<file path="src/rtl/dr_beam_packer_if.sv">
// Bus bundle for dr_beam_packer: 4-lane PRB-framed receive stream in,
// 16-lane packed words and error status out.
interface dr_beam_packer_if #(
    parameter int LANE_W = 32
);
    logic [3:0][LANE_W-1:0]  i_rx_data;
    logic                    i_rx_vld;
    logic                    i_rx_sop;
    logic                    i_rx_eop;
    logic [8:0]              i_prb_idx;

    logic [15:0][LANE_W-1:0] o_tx_data;
    logic                    o_tx_vld;
    logic                    o_tx_sop;
    logic                    o_tx_eop;
    logic [8:0]              o_prb_idx;
    logic                    o_err_framing;
    logic                    o_err_prb;
    logic [15:0]             o_err_cnt;

    modport master (
        output i_rx_data, i_rx_vld, i_rx_sop, i_rx_eop, i_prb_idx,
        input  o_tx_data, o_tx_vld, o_tx_sop, o_tx_eop, o_prb_idx,
        input  o_err_framing, o_err_prb, o_err_cnt
    );

    modport slave (
        input  i_rx_data, i_rx_vld, i_rx_sop, i_rx_eop, i_prb_idx,
        output o_tx_data, o_tx_vld, o_tx_sop, o_tx_eop, o_prb_idx,
        output o_err_framing, o_err_prb, o_err_cnt
    );
endinterface

</file>
<file path="src/rtl/dr_beam_packer.sv">
// Receive-side beam packer: checks RE/RB/PRB framing on the 4-lane stream and
// packs every 4 beats into one 16-lane word for the 16-beam compute stage.
//
// state | meaning
// HUNT  | waiting for a sop beat; non-sop beats are dropped silently
// RUN   | locked to framing; packing beats and checking sop/eop/PRB index
module dr_beam_packer #(
    parameter int LANE_W     = 32,
    parameter int RE_PER_PRB = 12,
    parameter int RB_GRP     = 4,
    parameter int PRB_NUM    = 132
) (
    input  logic           i_clk,
    input  logic           i_reset_n,
    dr_beam_packer_if.slave bus
);
    localparam int RE_W = (RE_PER_PRB > 1) ? $clog2(RE_PER_PRB) : 1;
    localparam int RB_W = (RB_GRP > 1) ? $clog2(RB_GRP) : 1;
    localparam logic [RE_W-1:0] RE_LAST  = RE_W'(RE_PER_PRB - 1);
    localparam logic [RB_W-1:0] RB_LAST  = RB_W'(RB_GRP - 1);
    localparam logic [8:0]      PRB_LAST = 9'(PRB_NUM - 1);

    typedef enum logic {HUNT = 1'b0, RUN = 1'b1} state_t;

    logic rst_meta, rst_sync_n;

    always_ff @(posedge i_clk or negedge i_reset_n) begin
        if (!i_reset_n) begin
            rst_meta   <= 1'b0;
            rst_sync_n <= 1'b0;
        end else begin
            rst_meta   <= 1'b1;
            rst_sync_n <= rst_meta;
        end
    end

    state_t                       state;
    logic [RE_W-1:0]              re_cnt;
    logic [RB_W-1:0]              rb_cnt;
    logic [8:0]                   exp_prb;
    logic [2:0][3:0][LANE_W-1:0]  stage;
    logic                         word_sop;
    logic [8:0]                   word_prb;

    logic [15:0][LANE_W-1:0]      tx_data;
    logic                         tx_vld, tx_sop, tx_eop;
    logic [8:0]                   tx_prb;
    logic                         err_framing, err_prb;
    logic [15:0]                  err_cnt;

    logic [1:0]  slot;
    logic        at_last, grp_start, run_beat;
    logic        frame_err, prb_err, resync;
    logic [16:0] err_sum;

    always_comb begin
        slot      = re_cnt[1:0];
        at_last   = (re_cnt == RE_LAST);
        grp_start = (re_cnt == '0) && (rb_cnt == '0);
        run_beat  = (state == RUN) && bus.i_rx_vld;
        frame_err = run_beat && ((bus.i_rx_eop != at_last) || (bus.i_rx_sop != grp_start));
        prb_err   = run_beat && (bus.i_prb_idx != exp_prb);
        // A sop beat either starts lock from HUNT or re-locks on the beat that broke framing
        resync    = bus.i_rx_vld && bus.i_rx_sop && ((state == HUNT) || frame_err);
        err_sum   = {1'b0, err_cnt} + 17'(frame_err) + 17'(prb_err);
    end

    always_ff @(posedge i_clk or negedge rst_sync_n) begin
        if (!rst_sync_n) begin
            state       <= HUNT;
            re_cnt      <= '0;
            rb_cnt      <= '0;
            exp_prb     <= '0;
            stage       <= '0;
            word_sop    <= 1'b0;
            word_prb    <= '0;
            tx_data     <= '0;
            tx_vld      <= 1'b0;
            tx_sop      <= 1'b0;
            tx_eop      <= 1'b0;
            tx_prb      <= '0;
            err_framing <= 1'b0;
            err_prb     <= 1'b0;
            err_cnt     <= '0;
        end else begin
            tx_vld      <= 1'b0;
            tx_sop      <= 1'b0;
            tx_eop      <= 1'b0;
            tx_prb      <= '0;
            err_framing <= frame_err;
            err_prb     <= prb_err;
            err_cnt     <= err_sum[16] ? 16'hFFFF : err_sum[15:0];

            if (resync) begin
                state    <= RUN;
                re_cnt   <= RE_W'(1);
                rb_cnt   <= '0;
                exp_prb  <= bus.i_prb_idx;
                stage[0] <= bus.i_rx_data;
                word_sop <= 1'b1;
                word_prb <= bus.i_prb_idx;
            end else if (frame_err) begin
                state <= HUNT;
            end else if (run_beat) begin
                case (slot)
                    2'd0: begin
                        stage[0] <= bus.i_rx_data;
                        word_sop <= bus.i_rx_sop;
                        word_prb <= exp_prb;
                    end
                    2'd1: stage[1] <= bus.i_rx_data;
                    2'd2: stage[2] <= bus.i_rx_data;
                    default: begin
                        tx_data <= {bus.i_rx_data, stage};
                        tx_vld  <= 1'b1;
                        tx_sop  <= word_sop;
                        tx_eop  <= bus.i_rx_eop;
                        tx_prb  <= word_prb;
                    end
                endcase

                if (bus.i_rx_eop) begin
                    re_cnt  <= '0;
                    rb_cnt  <= (rb_cnt == RB_LAST) ? '0 : rb_cnt + 1'b1;
                    exp_prb <= (exp_prb == PRB_LAST) ? '0 : exp_prb + 1'b1;
                end else begin
                    re_cnt <= re_cnt + 1'b1;
                end
            end
        end
    end

    assign bus.o_tx_data     = tx_data;
    assign bus.o_tx_vld      = tx_vld;
    assign bus.o_tx_sop      = tx_sop;
    assign bus.o_tx_eop      = tx_eop;
    assign bus.o_prb_idx     = tx_prb;
    assign bus.o_err_framing = err_framing;
    assign bus.o_err_prb     = err_prb;
    assign bus.o_err_cnt     = err_cnt;
endmodule

</file>
<file path="src/flat_wrapper.sv">
// flat-port wrapper written by rule: the top's interface ports become plain ports
module dr_beam_packer_flat 
#(
    parameter int LANE_W     = 32,
    parameter int RE_PER_PRB = 12,
    parameter int RB_GRP     = 4,
    parameter int PRB_NUM    = 132
)
  (i_clk, i_reset_n, bus_i_rx_data, bus_i_rx_vld, bus_i_rx_sop, bus_i_rx_eop, bus_i_prb_idx, bus_o_tx_data, bus_o_tx_vld, bus_o_tx_sop, bus_o_tx_eop, bus_o_prb_idx, bus_o_err_framing, bus_o_err_prb, bus_o_err_cnt);
  dr_beam_packer_if #(.LANE_W(LANE_W)) bus_i ();
  input  logic i_clk;
  input  logic i_reset_n;
  input wire logic [$bits(bus_i.i_rx_data)-1:0] bus_i_rx_data;
  input wire logic [$bits(bus_i.i_rx_vld)-1:0] bus_i_rx_vld;
  input wire logic [$bits(bus_i.i_rx_sop)-1:0] bus_i_rx_sop;
  input wire logic [$bits(bus_i.i_rx_eop)-1:0] bus_i_rx_eop;
  input wire logic [$bits(bus_i.i_prb_idx)-1:0] bus_i_prb_idx;
  output wire logic [$bits(bus_i.o_tx_data)-1:0] bus_o_tx_data;
  output wire logic [$bits(bus_i.o_tx_vld)-1:0] bus_o_tx_vld;
  output wire logic [$bits(bus_i.o_tx_sop)-1:0] bus_o_tx_sop;
  output wire logic [$bits(bus_i.o_tx_eop)-1:0] bus_o_tx_eop;
  output wire logic [$bits(bus_i.o_prb_idx)-1:0] bus_o_prb_idx;
  output wire logic [$bits(bus_i.o_err_framing)-1:0] bus_o_err_framing;
  output wire logic [$bits(bus_i.o_err_prb)-1:0] bus_o_err_prb;
  output wire logic [$bits(bus_i.o_err_cnt)-1:0] bus_o_err_cnt;
  assign bus_i.i_rx_data = bus_i_rx_data;
  assign bus_i.i_rx_vld = bus_i_rx_vld;
  assign bus_i.i_rx_sop = bus_i_rx_sop;
  assign bus_i.i_rx_eop = bus_i_rx_eop;
  assign bus_i.i_prb_idx = bus_i_prb_idx;
  assign bus_o_tx_data = bus_i.o_tx_data;
  assign bus_o_tx_vld = bus_i.o_tx_vld;
  assign bus_o_tx_sop = bus_i.o_tx_sop;
  assign bus_o_tx_eop = bus_i.o_tx_eop;
  assign bus_o_prb_idx = bus_i.o_prb_idx;
  assign bus_o_err_framing = bus_i.o_err_framing;
  assign bus_o_err_prb = bus_i.o_err_prb;
  assign bus_o_err_cnt = bus_i.o_err_cnt;
  dr_beam_packer #(.LANE_W(LANE_W), .RE_PER_PRB(RE_PER_PRB), .RB_GRP(RB_GRP), .PRB_NUM(PRB_NUM)) u_core (.i_clk(i_clk), .i_reset_n(i_reset_n), .bus(bus_i));
endmodule
</file>
<file path="config.mk">
export PLATFORM = sky130hd
export DESIGN_NAME = dr_beam_packer_flat
export DESIGN_NICKNAME = d
export VERILOG_FILES = /design/src/rtl/dr_beam_packer_if.sv /design/src/rtl/dr_beam_packer.sv /design/src/flat_wrapper.sv
export SDC_FILE = /design/constraint.sdc
export NUM_CORES = 2
export LEC_CHECK = 0
export CAP_MARGIN = 20
export CORE_ASPECT_RATIO = 0.9
export CORE_MARGIN = 4
export CORE_UTILIZATION = 53
export DETAILED_ROUTE_END_ITERATION = 6
export GPL_TIMING_DRIVEN = 0
export PLACE_DENSITY = 0.86
export SETUP_SLACK_MARGIN = 0.2
export SLEW_MARGIN = 20
export SYNTH_ARGS = -nofsm -noshare
export SYNTH_HDL_FRONTEND = slang
export SYNTH_SLANG_ARGS = --single-unit
</file>
<file path="constraint.sdc">
create_clock -name i_clk -period 41.4 [get_ports i_clk]
set_input_delay 8.28 -clock i_clk [delete_from_list [all_inputs] [get_ports i_clk]]
set_output_delay 8.28 -clock i_clk [all_outputs]
set_load 0.01 [all_outputs]
</file>
Word-level counts from Yosys, hierarchy flattened
Index checks and enable logic that the tools add are counted.

operators by class
  add/sub/neg operators = 5
  equal/unequal tests = 9
  multiplexer cells = 45
  bitwise gates (word level) = 4
  reductions and logical operators = 22

operators by type and width
  cell                                                  count
  2-to-1 mux 128 bit                                    4
  2-to-1 mux 9 bit                                      13
  2-to-1 mux 1 bit                                      18
  adder 16 x 1 -> 17 bit                                1
  adder 17 x 1 -> 17 bit                                1
  2-to-1 mux 16 bit                                     1
  2-to-1 mux 4 bit                                      4
  AND reduction 4 bit                                   3
  2-to-1 mux 2 bit                                      5
  adder 9 x 1 -> 9 bit (second input constant)          1
  equality test 9 x 8 -> 1 bit (second input constant)  1
  != test 9 bit                                         1
  nonzero test 2 bit                                    4
  logical AND 1 bit                                     6
  AND reduction 3 bit                                   2
  adder 4 x 1 -> 4 bit (second input constant)          1
  equality test 2 bit (second input constant)           2
  equality test 4 bit (second input constant)           1
  logical NOT 2 bit                                     2
  logical NOT 4 bit                                     1
  inverter 1 bit                                        4
  OR reduction 3 bit                                    1
  adder 2 x 1 -> 2 bit (second input constant)          1
  equality test 2 x 1 -> 1 bit (second input constant)  1
  4 further kinds                                       6

storage, ports and cells
  register bits after elaboration = 954
  input bits = 142
  output and inout bits = 542
  word-level logic and storage cells = 128

Longest topological paths before layout
  depth after elaboration = 9
  mapped depth = 16
  mapped depth without buffers = 14

Least setup slack after synthesis
OpenSTA, ideal clock, no wires.

  kind = input -> register
  start = in bus_i_rx_sop
  end = reg u_core.err_cnt[13] (netlist: u_core.bus.o_err_cnt[13])
  library setup time = 0.068 ns
  data arrival time = 10.892 ns
  required time = 41.332 ns
  setup slack = 30.439 ns
  stages = 13
  path buffers = 2
  cells stage by stage = buf_2 -> xnor2_2 -> and2_0 -> or2_2 -> fa_1 -> inv_1 -> ha_1 -> nand3_1 -> or2_2 -> nor3_1 -> nand3_1 -> clkbuf_1 -> nand2_1

on the way
  cells in the longest elaborated chain, start to end = 6

RTL lines
  what                    line                  text
  start, declared         flat_wrapper.sv:15    input wire logic [$bits(bus_i.i_rx_sop)-1:0] bus_i_rx_sop;
  != test 1 bit           dr_beam_packer.sv:61  frame_err = run_beat && ((bus.i_rx_eop != at_last) || (bus.i_rx_sop != grp_start));
  logical OR 1 bit        dr_beam_packer.sv:61
  logical AND 1 bit       dr_beam_packer.sv:61
  adder 16 x 1 -> 17 bit  dr_beam_packer.sv:65  err_sum = {1'b0, err_cnt} + 17'(frame_err) + 17'(prb_err);
  adder 17 x 1 -> 17 bit  dr_beam_packer.sv:65
  2-to-1 mux 16 bit       dr_beam_packer.sv:92  err_cnt <= err_sum[16] ? 16'hFFFF : err_sum[15:0];
  end signal, assigned    dr_beam_packer.sv:92
  end, declared           dr_beam_packer.sv:49  logic [15:0] err_cnt;

Every way passes these cells.
A chain may end at the register's enable or synchronous reset.

Worst setup path in the final report
  start = in bus_i_rx_eop
  end = reg u_core.err_cnt[13] (netlist: u_core.bus.o_err_cnt[13])

on the way
  cells in the longest elaborated chain, start to end = 6

RTL lines
  what                    line                  text
  start, declared         flat_wrapper.sv:16    input wire logic [$bits(bus_i.i_rx_eop)-1:0] bus_i_rx_eop;
  != test 1 bit           dr_beam_packer.sv:61
  logical OR 1 bit        dr_beam_packer.sv:61
  logical AND 1 bit       dr_beam_packer.sv:61
  adder 16 x 1 -> 17 bit  dr_beam_packer.sv:65
  adder 17 x 1 -> 17 bit  dr_beam_packer.sv:65
  2-to-1 mux 16 bit       dr_beam_packer.sv:92

Every way passes these cells.

==> flow_metrics.py <==
metrics = {
    "power_and_ir_drop": {
        "p_per_area_nw_per_um2": 53.8,
        "power_uw": 2670,
        "ir_drop_v": 0.0000523,
        "p_leak_uw": 0.0232,
    },
    "detailed_routing": {
        "ant_nets": 0,
        "wl_per_cell_um": 26.9,
        "drtIter0Drc": 1193,
        "drc_errors": 0,
        "firstDrtPassIters": 5,
        "vias": 22300,
        "drt_wl_total_um": 108000,
        "vias_per_cell": 5.53,
    },
    "cts": {
        "cts_inserted_buffers": 93,
        "cts_setup_buffers": 0,
        "cts.clk_slew.worst_paths_ns": 0.07,
        "cts_resized": 0,
        "clk_latency_ns": 0.64,
        "cts_tree": "yes",
        "cts_root_buf": "clkbuf_16",
        "cts.sinks": 954,
        "htreeDepth": 3,
        "cts_buffer_depth": 3,
        "hold_buffers": 0,
    },
    "timing": {
        "fin_ws_ns": 29.91,
        "fin_skew_ns": 0.0322,
        "period_share_pct": 27.8,
        "rsz0062_at_grt": "false",
        "finalSetupTns_ns": 0,
        "slew_violations": 0,
        "worst_slew_pin_slew_ns": 0.950,
        "final_hold_viol_count": 0,
        "max_freq_ghz": 0.0870,
        "period_minus_slack_ns": 11.49,
        "setup_violations": 0,
        "slew_headroom_pct": 36.3,
    },
    "floorplan": {
        "die_y_um": 262,
        "coreArea_sq_um": 70400,
        "rows": 92,
        "die_w_um": 290,
        "dieArea_sq_um": 75800,
        "ios": 684,
        "start_util_pct": 53.8,
    },
    "placed_design": {
        "dp_hpwl_um": 75400,
        "pre_cts_ws_ns": 29.28,
        "port_buffers": 682,
        "place_congestion": 0.853,
        "dp.cells": 3860,
    },
    "layout": {
        "layout-drive-gt1-share_pct": 38.4,
        "finalNetCount": 3167,
        "area.growth.synth_to_final_pct": 31.2,
        "layout.cells.non_filler": 4036,
        "final_core_util_pct": 70.5,
    },
    "synth": {
        "yosysWarnings": 0,
        "avgSynthCellArea_sq_um": 17.1,
        "synth_cell_types": 60,
        "synth_ff_type": "dfrtp_1",
        "synth_area_sq_um": 37900,
        "ys_seq_area_share_pct": 63.0,
        "ys_async_sr_fraction_pct": 100,
        "synthCells": 2220,
        "synth_edf_count": 0,
        "syn_nets": 2372,
        "synth_seq_cells": 954,
    },
    "worst_setup_path": {
        "worstSetupEndpointType": "flop",
        "startpoint_type": "primary input",
        "arrival_ns": 12.04,
        "worstSetupPathType": "primary input to flop",
        "crit_fanout": 10,
        "critPathRequiredTime_ns": 41.95,
    },
    "run": {
        "max-cap-violations": 0,
    },
    "global_route": {
        "grt_pass1_wl_um": 160000,
        "antenna_found_initial": 9,
        "grt.overflow.total": 0,
        "grt_pass1_vias": 24900,
        "groute.usage.overall_pct": 28.0,
        "grt_max_degree": 64,
    },
    "hold_path": {
        "hold_path.class": "flop to async pin",
    },
    "run_status": {
        "status": "completed",
    },
}
## power by group
group / switching (uW) / internal (uW)
Clock: 373 / 543
Sequential: 120 / 1120
Combinational: 208 / 311
Total: 701 / 1970
## flip-flops by register name, indices dropped and copies added, names as in the netlist
register                  count
u_core.stage                384
u_core.rb_cnt                 2
u_core.word_sop               1
u_core.re_cnt                 4
u_core.exp_prb                9
u_core.bus.o_tx_eop           1
u_core.bus.o_tx_sop           1
u_core.bus.o_prb_idx          9
u_core.bus.o_tx_vld           1
u_core.word_prb               9
u_core.state                  1
u_core.bus.o_err_cnt         16
u_core.bus.o_tx_data        512
u_core.bus.o_err_framing      1
u_core.bus.o_err_prb          1
u_core.rst_meta               1
u_core.rst_sync_n             1
## kinds of logic (layout without fill, tap and decap cells)
group,Yosys count,count (layout),share of synthesized area [%]
flip-flops,954,954,63.0
multiplexers,898,898,30.4
AND/OR/NAND/NOR,133,133,1.74
buffers and inverters,131,1003,2.71
AO/OA/AOI/OAI,73,73,1.29
XOR/XNOR,20,20,0.502
adder cells (fa/ha/maj),10,10,0.350
other,1,5,0.00990
## area by class of cell
cell class / count / area [sq um]
diodes: 4 / 10.0
plain buffers: 117 / 972
multi-input cells: 1135 / 13000
repair buffers: 700 / 7300
fillers: 4292 / 20700
inverters: 14 / 55.1
flip-flops and latches: 954 / 23900
clock buffers: 126 / 2660
well taps: 940 / 1180
clock inverters: 46 / 673
## per-layer routing
metal	vias to the layer above	share of wire, %	global-route usage [%]
met5	-	0.030	0
met4	6	5.0	13.0
met3	273	5.7	6.18
met2	747	51	48.1
met1	11800	38	33.8
li1	9445	-	-
## metrics by stage
stage / hold slack (ns) / area, sq um
finish: 0.206 / 49700
global route: 0.230 / 49700
CTS: 0.218 / 49700
detailed placement: 0.212 / 46400
global placement: 0.334 / 45900
floorplan: 0.331 / 37900
## cell usage after synthesis, types with 2 or more instances
library cell  count  share of area, %
nor4_1            3             0.050
nor3_1            2             0.026
a21oi_1          13              0.17
o2111ai_1         2             0.046
or2_2             2             0.033
nand2b_1          3             0.050
buf_6            37               1.1
o22a_1            2             0.046
o31ai_1           3             0.059
xor2_1           10              0.23
xnor2_1           8              0.19
mux2_4          369                15
buf_2            26              0.34
a21o_1            5             0.099
nand2_1          51              0.51
or4_1             2             0.040
a22oi_1           2             0.040
o21a_1            3             0.059
buf_8            10              0.40
buf_4            29              0.57
xnor2_2           2             0.086
nor2b_1           4             0.066
mux2_2          528                16
dfrtp_1         954                63
a41oi_1           2             0.046
clkbuf_1         15              0.15
nand3_1          20              0.26
and2_1            2             0.033
a22o_1            5              0.12
nor2_1           18              0.18
a221o_1           3             0.079
o21ai_0          19              0.25
inv_1            13              0.13
and3_1           14              0.23
a31oi_1           5             0.083
ha_1              9              0.30
nand4_1           2             0.033
## worst max-delay path: stages
cell,delay [ns]
clkdlybuf4s50_1,0.55
inv_1,0.17
xnor2_2,0.19
and2_0,0.14
or2_2,0.35
fa_1,0.40
inv_1,0.09
ha_1,0.20
nand3_1,0.12
or2_2,0.35
nor3_1,0.46
nand3_1,0.31
clkbuf_1,0.30
nand2_1,0.13
## path summary, 6_finish.rpt
kind / from / to / slack (ns) / depth (start not counted)
worst max-delay path: bus_i_rx_eop / u_core.bus.o_err_cnt[13]$_DFF_PN0_ / 29.91 / 14
worst min-delay path: u_core.rst_sync_n$_DFF_PN0_ / u_core.bus.o_tx_data[256]$_DFFE_PN0P_ / 0.21 / 0
worst max register to register: u_core.re_cnt[0]$_DFFE_PN0P_ / u_core.bus.o_err_cnt[13]$_DFF_PN0_ / 37.14 / 16
worst min register to register: u_core.rst_sync_n$_DFF_PN0_ / u_core.bus.o_tx_data[256]$_DFFE_PN0P_ / 0.21 / 0
max in group asynchronous: i_reset_n / u_core.rst_sync_n$_DFF_PN0_ / 33.42 / 1
min in group i_clk: u_core.rst_meta$_DFF_PN0_ / u_core.rst_sync_n$_DFF_PN0_ / 0.39 / 0
## cell usage in the layout (no fill, tap or decap), types with 17 or more instances in the layout
cell type	count
buf_2	26
buf_4	29
buf_6	37
clkbuf_1	28
clkbuf_16	95
clkbuf_8	17
clkdlybuf4s50_1	682
clkinv_2	21
dfrtp_1	953
mux2_2	528
mux2_4	369
nand2_1	51
nand3_1	20
nor2_1	18
o21ai_0	19
Note: power is estimated with default switching activity, not from simulation.
